--- config.mk ---
export PLATFORM = sky130hd
export DESIGN_NAME = io_port_bridge
export DESIGN_NICKNAME = d
export VERILOG_FILES = /design/src/rtl/io_port_bridge.sv
export SDC_FILE = /design/constraint.sdc
export NUM_CORES = 1
export LEC_CHECK = 0
export ABC_AREA = 1
export CAP_MARGIN = 20
export CORE_MARGIN = 2
export CORE_UTILIZATION = 44
export CTS_CLUSTER_SIZE = 40
export DETAILED_ROUTE_END_ITERATION = 8
export PLACE_DENSITY_LB_ADDON = 0.08
export SLEW_MARGIN = 30
export SYNTH_ARGS = -nofsm -noshare
export SYNTH_HDL_FRONTEND = slang
export SYNTH_SLANG_ARGS = --single-unit
--- constraint.sdc ---
create_clock -name i_clk -period 3.65 [get_ports i_clk]
set_clock_uncertainty 0.1 [all_clocks]
set_input_delay 0.5475 -clock i_clk [delete_from_list [all_inputs] [get_ports i_clk]]
set_output_delay 0.5475 -clock i_clk [all_outputs]
set_load 0.05 [all_outputs]
--- src/rtl/io_port_bridge.sv ---
// CPU I/O request bridge: routes one out/in request at a time to a per-port
// Decoupled device interface, with handshake timeout and a one-cycle response.
module io_port_bridge #(
  parameter int NUM_PORTS = 4,
  parameter int DEV_W     = 8,
  parameter int TIMEOUT   = 255
) (
  input  logic                       i_clk,
  input  logic                       i_rst,
  input  logic                       i_req_valid,
  input  logic                       i_req_write,
  input  logic [7:0]                 i_req_port,
  input  logic [31:0]                i_req_data,
  output logic                       o_req_ready,
  output logic                       o_resp_valid,
  output logic [31:0]                o_resp_data,
  output logic                       o_resp_err,
  output logic [NUM_PORTS-1:0]       o_dev_din_valid,
  output logic [NUM_PORTS*DEV_W-1:0] o_dev_din_bits,
  input  logic [NUM_PORTS-1:0]       i_dev_din_ready,
  input  logic [NUM_PORTS-1:0]       i_dev_dout_valid,
  input  logic [NUM_PORTS*DEV_W-1:0] i_dev_dout_bits,
  output logic [NUM_PORTS-1:0]       o_dev_dout_ready
);

  typedef enum logic [1:0] {S_IDLE, S_WRITE, S_READ, S_RESP} state_t;

  localparam logic [15:0] TIMEOUT_C = 16'(TIMEOUT);
  localparam logic [7:0]  PORTS_C   = 8'(NUM_PORTS);

  state_t               state_q;
  logic [7:0]           port_q;
  logic [DEV_W-1:0]     data_q;
  logic                 write_q;
  logic [15:0]          cnt_q, cnt_d;
  logic [31:0]          resp_data_q;
  logic                 resp_err_q;

  logic [NUM_PORTS-1:0] sel;
  logic [DEV_W-1:0]     rd_bits;
  logic                 hs;
  logic                 unused_req_data;

  assign unused_req_data = ^i_req_data;

  // One-hot decode of the latched port; out-of-range ports select nothing.
  always_comb begin
    sel     = '0;
    rd_bits = '0;
    for (int p = 0; p < NUM_PORTS; p++) begin
      sel[p] = (port_q == 8'(p));
      if (sel[p]) rd_bits = i_dev_dout_bits[p*DEV_W +: DEV_W];
    end
  end

  assign hs    = write_q ? |(sel & i_dev_din_ready) : |(sel & i_dev_dout_valid);
  assign cnt_d = cnt_q + 16'd1;

  always_ff @(posedge i_clk) begin
    if (i_rst) begin
      state_q     <= S_IDLE;
      port_q      <= '0;
      data_q      <= '0;
      write_q     <= 1'b0;
      cnt_q       <= '0;
      resp_data_q <= '0;
      resp_err_q  <= 1'b0;
    end else begin
      case (state_q)
        S_IDLE: begin
          if (i_req_valid) begin
            port_q      <= i_req_port;
            data_q      <= i_req_data[DEV_W-1:0];
            write_q     <= i_req_write;
            cnt_q       <= '0;
            resp_data_q <= '0;
            if (i_req_port >= PORTS_C) begin
              resp_err_q <= 1'b1;
              state_q    <= S_RESP;
            end else begin
              state_q <= i_req_write ? S_WRITE : S_READ;
            end
          end
        end
        S_WRITE, S_READ: begin
          // A handshake on the final allowed cycle beats the timeout.
          if (hs) begin
            resp_err_q  <= 1'b0;
            resp_data_q <= write_q ? 32'd0 : 32'(rd_bits);
            state_q     <= S_RESP;
          end else if (cnt_q == TIMEOUT_C) begin
            resp_err_q  <= 1'b1;
            resp_data_q <= '0;
            state_q     <= S_RESP;
          end else begin
            cnt_q <= cnt_d;
          end
        end
        S_RESP: begin
          resp_err_q  <= 1'b0;
          resp_data_q <= '0;
          state_q     <= S_IDLE;
        end
        default: state_q <= S_IDLE;
      endcase
    end
  end

  assign o_req_ready      = (state_q == S_IDLE) && !i_rst;
  assign o_resp_valid     = (state_q == S_RESP);
  assign o_resp_data      = resp_data_q;
  assign o_resp_err       = resp_err_q;
  assign o_dev_din_valid  = (state_q == S_WRITE) ? sel : '0;
  assign o_dev_dout_ready = (state_q == S_READ)  ? sel : '0;

  always_comb begin
    o_dev_din_bits = '0;
    for (int p = 0; p < NUM_PORTS; p++) begin
      if (state_q == S_WRITE && sel[p]) o_dev_din_bits[p*DEV_W +: DEV_W] = data_q;
    end
  end

endmodule

==> key figures, run 1 <==
Finish
  – Most frequent cells in the layout: clkdlybuf4s50_1 (110), nor2_1 (90), nand2_1 (73), inv_1 (48), dfxtp_1 (44)
  – Antenna Cells: 0
  – Layout cells sized above 1: 12.0%
  – Filler Cell Count: 675
  – Final Net Count: 674
  – Synthesis-to-layout area growth: 35.8%
  – Post-route insts no fill: 681
  – Most common cell after layout, fill and taps aside: clkdlybuf4s50_1

Setup path
  – Critical Path Sink Type: primary output
  – Delay-heaviest family, CP: buffers and inverters
  – CP bufs+invs: 3
  – Worst endpoint required time: 3000 ps
  – Worst-path cell chain: nor2_2, nand2_2, nor2_2, inv_1, nor2_1, inv_1, nor2_1, clkdlybuf4s50_1
  – CP Launch Type: register
  – Slowest cell on crit path: clkdlybuf4s50_1
  – Crit-path max FO: 9
  – Crit path largest cell delay: 820 ps
  – CP arrival: 2570 ps
  – CP Class: reg2out
  – Worst reg-to-reg setup slack: 900 ps

Timing
  – Slew Viols, Final: 0
  – Fin crit share: 88.3%
  – Min cycle time layout: 3220 ps
  – Final setup TNS: 0 ps
  – Final Hold Viols: 0
  – Final setup viols: 0
  – Fmax: 0.310 GHz
  – Slew HR: 46.4%
  – Final hold slack: 376 ps
  – Measured slew at the worst slew-check pin: 802 ps
  – Final WS setup: 428 ps
  – Unrepaired setup endpoints after global routing: false

Power and ir drop
  – Worst IR Drop VDD: 0.315 mV
  – Pleak: 1.67 nW
  – Power Density: 597 nW/um^2

Synth
  – Post-Syn Area: 3160 um^2
  – Post-synthesis cell count: 482
  – Syn Area/Cell: 6.56 um^2
  – Sequential share of the synthesized area: 27.9%
  – Synth cell types: 31
  – Seq cells post-synth: 44
  – Ys Warns: 0

Placement
  – RePlAce Congestion: 0.916
  – Inst Count DP: 673
  – Number of port buffers: 110
  – DP Worst Slack: 722 ps
  – DP Wirelength: 6840 um

Run status
  – Outcome: finished, final reports clean

Detailed routing
  – Routed len/inst: 12.8 um
  – Routed vias/inst: 4.72
  – DRT Pass-1 Iters: 4
  – Remaining antenna violation count: 0
  – Vias: 3212
  – Residual DRC: 0
  – Final wirelength: 8750 um
  – DRT iter0 DRCs: 113

Global route
  – Initial antenna violation count: 0
  – Largest net degree at the start of global routing: 31
  – First-pass GRT wire length: 13600 um
  – Remaining Overflow, GRT: 0
  – GRT Util Overall: 21.9%
  – Vias in the first global route: 2838

CTS
  – Clock buffer depth: 2
  – Root Buffer: clkbuf_8
  – CTS Buf Count: 5
  – Clock-pin transition on the worst setup and hold timing paths: 80 ps
  – Hold Buf Count CTS: 0
  – Worst-Skew Late Latency: 300 ps
  – Setup repair bufs after CTS: 0
  – Number of H-tree levels: 2
  – CTS tree: built
  – Clk sinks: 44
  – CTS resizes: 0

Worst hold path
  – Hold Path Class: reg2reg

Floorplanning
  – Cell Rows: 30
  – Die width: 88.8 um
  – Initial core utilization: 46.0%
  – Die ar.: 7880 um^2
  – Die Y: 88.8 um
  – Placeable core area: 6870 um^2
  – # IOs: 159

Job
  – MaxCap Viol Count: 0
worst min-delay path, cell delays in order, from the launching register on:
cell	delay, ps
dfxtp_1	320
inv_1	60
a21oi_1	60
power breakdown:
| part | internal [W] | leakage, nW | total (W) | switching, W |
|---|---|---|---|---|
| Sequential | 0.000593 | 0.360 | 0.000651 | 0.0000577 |
| Combinational | 0.000476 | 1.26 | 0.00160 | 0.00112 |
| Clock | 0.000151 | 0.0510 | 0.000318 | 0.000167 |
final timing paths:
check | start | to | depth (start not counted)
worst min register to register | port_q[2] | port_q[2] | 2
worst max-delay path | port_q[7] | o_dev_din_bits[7] | 8
worst max register to register | state_q[0] | cnt_q[0] | 8
worst min-delay path | port_q[2] | port_q[2] | 2
per-stage QoR:
step                power (W)  utilization, %  instance area [um^2]
detailed placement    0.00227            61.2                  4200
global placement      0.00224            61.2                  4200
CTS                   0.00259            62.5                  4290
floorplan             0.00197               -                  3250
global route          0.00275            62.5                  4290
finish                0.00257            62.5                  4290
logic make-up after synthesis:
group,share of synthesized area [%]
AO/OA/AOI/OAI,12.9
XOR/XNOR,3.88
adder cells (fa/ha/maj),2.37
buffers and inverters,15.1
flip-flops,27.9
other,0.119
AND/OR/NAND/NOR,37.8
sequential cells by signal, summed over array words and instances, names as in the netlist:
register	flops
write_q	1
data_q	8
o_resp_data	8
cnt_q	16
port_q	8
o_resp_err	1
state_q	2
metal layers:
| metal | vias up | part of all wire (%) | track usage (%) |
|---|---|---|---|
| li1 | 1675 | - | - |
| met1 | 1442 | 45 | 27.9 |
| met2 | 89 | 48 | 38.7 |
| met3 | 6 | 6.0 | 3.54 |
| met4 | 0 | 0.79 | 5.10 |
| met5 | - | 0 | 0 |
cells in the mapped netlist:
| library cell | count | area, um^2 |
|---|---|---|
| nand2_1 | 73 | 274 |
| a21oi_4 | 1 | 16.3 |
| and2_4 | 1 | 8.76 |
| or2_2 | 1 | 6.26 |
| xnor2_1 | 3 | 26.3 |
| conb_1 | 1 | 3.75 |
| inv_4 | 1 | 6.26 |
| buf_12 | 1 | 20.0 |
| dfxtp_1 | 44 | 881 |
| nor2_2 | 17 | 106 |
| a21oi_2 | 12 | 105 |
| nand3_1 | 31 | 155 |
| inv_1 | 48 | 180 |
| nand2_2 | 14 | 87.6 |
| buf_2 | 3 | 15.0 |
| a21oi_1 | 30 | 150 |
| o21ai_0 | 27 | 135 |
| buf_6 | 1 | 11.3 |
| buf_4 | 24 | 180 |
| inv_2 | 4 | 15.0 |
| nand2_8 | 1 | 20.0 |
| nand4_1 | 10 | 62.6 |
| xor2_1 | 11 | 96.3 |
| nor3_2 | 1 | 10.0 |
| ha_1 | 6 | 75.1 |
| nand3_2 | 2 | 20.0 |
| nand2_4 | 6 | 67.6 |
| buf_8 | 1 | 15.0 |
| clkbuf_1 | 9 | 33.8 |
| nor3_1 | 8 | 40.0 |
| nor2_1 | 90 | 338 |
layout make-up:
cell class,count,area [um^2],area share [%]
inverters,53,201,4.69
repair buffers,111,1110,25.8
clock buffers,6,82.6,1.92
clock inverters,2,10.0,0.233
multi-input cells,369,1890,44.0
flip-flops and latches,44,881,20.5
well taps,96,120,2.80
No activity file was read; power rests on OpenSTA's default activity.
==> inputs of run 2 (changes only) <==
--- a/config.mk
+++ b/config.mk
@@ -9,9 +9,9 @@
 export CAP_MARGIN = 20
 export CORE_MARGIN = 2
 export CORE_UTILIZATION = 44
-export CTS_CLUSTER_SIZE = 40
+export CTS_CLUSTER_SIZE = 24
 export DETAILED_ROUTE_END_ITERATION = 8
-export PLACE_DENSITY_LB_ADDON = 0.08
+export PLACE_DENSITY = 0.91
 export SLEW_MARGIN = 30
 export SYNTH_ARGS = -nofsm -noshare
 export SYNTH_HDL_FRONTEND = slang
==> run 2 against run 1 <==
Critical path depth unchanged. Sequential share of layout area fell by 0.31 points. Global-route usage down 0.25 points. First-iteration DRC count fell by 18%. Design area rose by 1.5%. Clock power grew 62%. Sequential power up 0.9%. Die area stayed put. Routed wire length grew 0.56%. Register-to-register slack barely moved. Maximum frequency down 0.93%. Largest cell class unchanged. Highest routed layer unchanged.
==> key figures, run 2 (synthesized netlist as in run 1, its figures left out) <==
Worst hold path
  – Hold Path Class: reg2reg
  – Hold Path Origin: port_q[2]

Global route
  – Largest net degree at the start of global routing: 31
  – First-pass GRT wire length: 13600 um
  – Initial antenna violation count: 0
  – Vias in the first global route: 3059
  – GRT Util Overall: 21.7%
  – Remaining Overflow, GRT: 0

Floorplanning
  – Placeable core area: 6870 um^2
  – Die Y: 88.8 um
  – Initial core utilization: 46.0%
  – Die ar.: 7880 um^2
  – # IOs: 159
  – Cell Rows: 30
  – Die width: 88.8 um

Finish
  – Max FFs per register: 16
  – Most common cell after layout, fill and taps aside: clkdlybuf4s50_1
  – Antenna Cells: 0
  – Final Net Count: 674
  – Synthesis-to-layout area growth: 37.9%
  – Layout cells sized above 1: 12.0%
  – Most frequent cells in the layout: clkdlybuf4s50_1 (110), nor2_1 (90), nand2_1 (73), inv_1 (48), dfxtp_1 (44)
  – Fin area: 4360 um^2
  – Final Util: 63.5%
  – Top reg by flops: cnt_q

Detailed routing
  – Final wirelength: 8800 um
  – Vias: 3317
  – Routed len/inst: 12.9 um
  – Remaining antenna violation count: 0
  – DRT iter0 DRCs: 93
  – Routed vias/inst: 4.87
  – Residual DRC: 0
  – DRT Pass-1 Iters: 5

CTS
  – Clock buffer depth: 2
  – Root Buffer: clkbuf_8
  – Hold Buf Count CTS: 0
  – Worst-Skew Late Latency: 300 ps
  – Clk sinks: 44
  – Setup repair bufs after CTS: 0
  – Number of H-tree levels: 2
  – Clock-pin transition on the worst setup and hold timing paths: 80 ps
  – CTS tree: built
  – CTS Buf Count: 5
  – CTS resizes: 0

Run status
  – Outcome: finished, final reports clean

Timing
  – Final Hold Viols: 0
  – Final setup viols: 0
  – Slew Viols, Final: 0
  – Fmax: 0.308 GHz
  – Min cycle time layout: 3250 ps
  – Unrepaired setup endpoints after global routing: false
  – Measured slew at the worst slew-check pin: 811 ps
  – Final WS setup: 398 ps
  – Slew HR: 45.8%
  – Fin crit share: 89.1%
  – Final hold slack: 381 ps
  – Final setup TNS: 0 ps

Setup path
  – Critical Path Sink Type: primary output
  – Crit-path max FO: 9
  – Setup crit start: port_q[7]
  – Worst reg-to-reg setup slack: 910 ps
  – Worst r2r src: state_q[0]
  – Worst r2r dst: cnt_q[0]
  – Worst endpoint required time: 3000 ps
  – CP Class: reg2out
  – Worst Setup EP: o_dev_din_bits[7]
  – R2r worst-path depth: 8
  – CP Launch Type: register
  – CP arrival: 2600 ps

Placement
  – DP Worst Slack: 754 ps
  – DP Wirelength: 6850 um
  – Placed cell area: 4200 um^2
  – RePlAce Congestion: 0.895
  – Number of port buffers: 110

Power and ir drop
  – P_sw: 0.00136 W
  – Reg power frac: 23.7%
  – Worst IR Drop VDD: 0.285 mV
  – Power Density: 635 nW/um^2
  – Pleak: 1.70 nW
  – Logic gate share of total power: 57.6%
  – P_int: 0.00141 W
  – Switch share: 49.0%
  – Clock Power Share: 18.6%

Job
  – MaxCap Viol Count: 0
-- run 2: worst max-delay path: stages, from the launching register on --
cell	delay, ps
dfxtp_1	330
nor2_2	140
nand2_2	110
nor2_2	370
inv_1	100
nor2_1	140
inv_1	160
nor2_1	140
clkdlybuf4s50_1	820
-- run 2: worst min path at each step --
stage / to / slack (ps) / depth (start not counted)
2_1_floorplan: port_q[2] / 340 / 2
3_3_place_gp: port_q[2] / 360 / 2
3_5_place_dp: port_q[2] / 370 / 2
4_1_cts: port_q[2] / 380 / 2
5_1_grt: port_q[2] / 410 / 2
6_report: port_q[2] / 380 / 2
-- run 2: layout make-up --
cell class	count	area (um^2)
tap	96	120
clock buffer	5	68.8
inverter	53	201
fill	585	2510
timing repair buffer	111	1110
clock inverter	3	90.1
sequential	44	881
multi-input combinational	369	1890
-- run 2: power groups by stage --
stage	logic [W]	clock network [W]	registers, W
after floorplan	0.00114	0	0.000827
final	0.00159	0.000516	0.000657
after global routing	0.00174	0.000544	0.000668
after CTS	0.00160	0.000521	0.000657
after global placement	0.00154	0	0.000664
after detailed placement	0.00159	0	0.000667
-- run 2: metal layers --
layer  track usage [%]  share of wire (%)  wire, um
met5                 0                  0         0
met4              8.40                2.7       241
met3              4.94                7.5       661
met2              41.5                 51      4500
met1              22.6                 39      3390
-- run 2: stage by stage --
step,std cells,total power (W)
6_report,681,0.00277
5_1_grt,681,0.00295
4_1_cts,681,0.00277
3_5_place_dp,673,0.00225
3_3_place_gp,673,0.00221
2_1_floorplan,505,0.00197
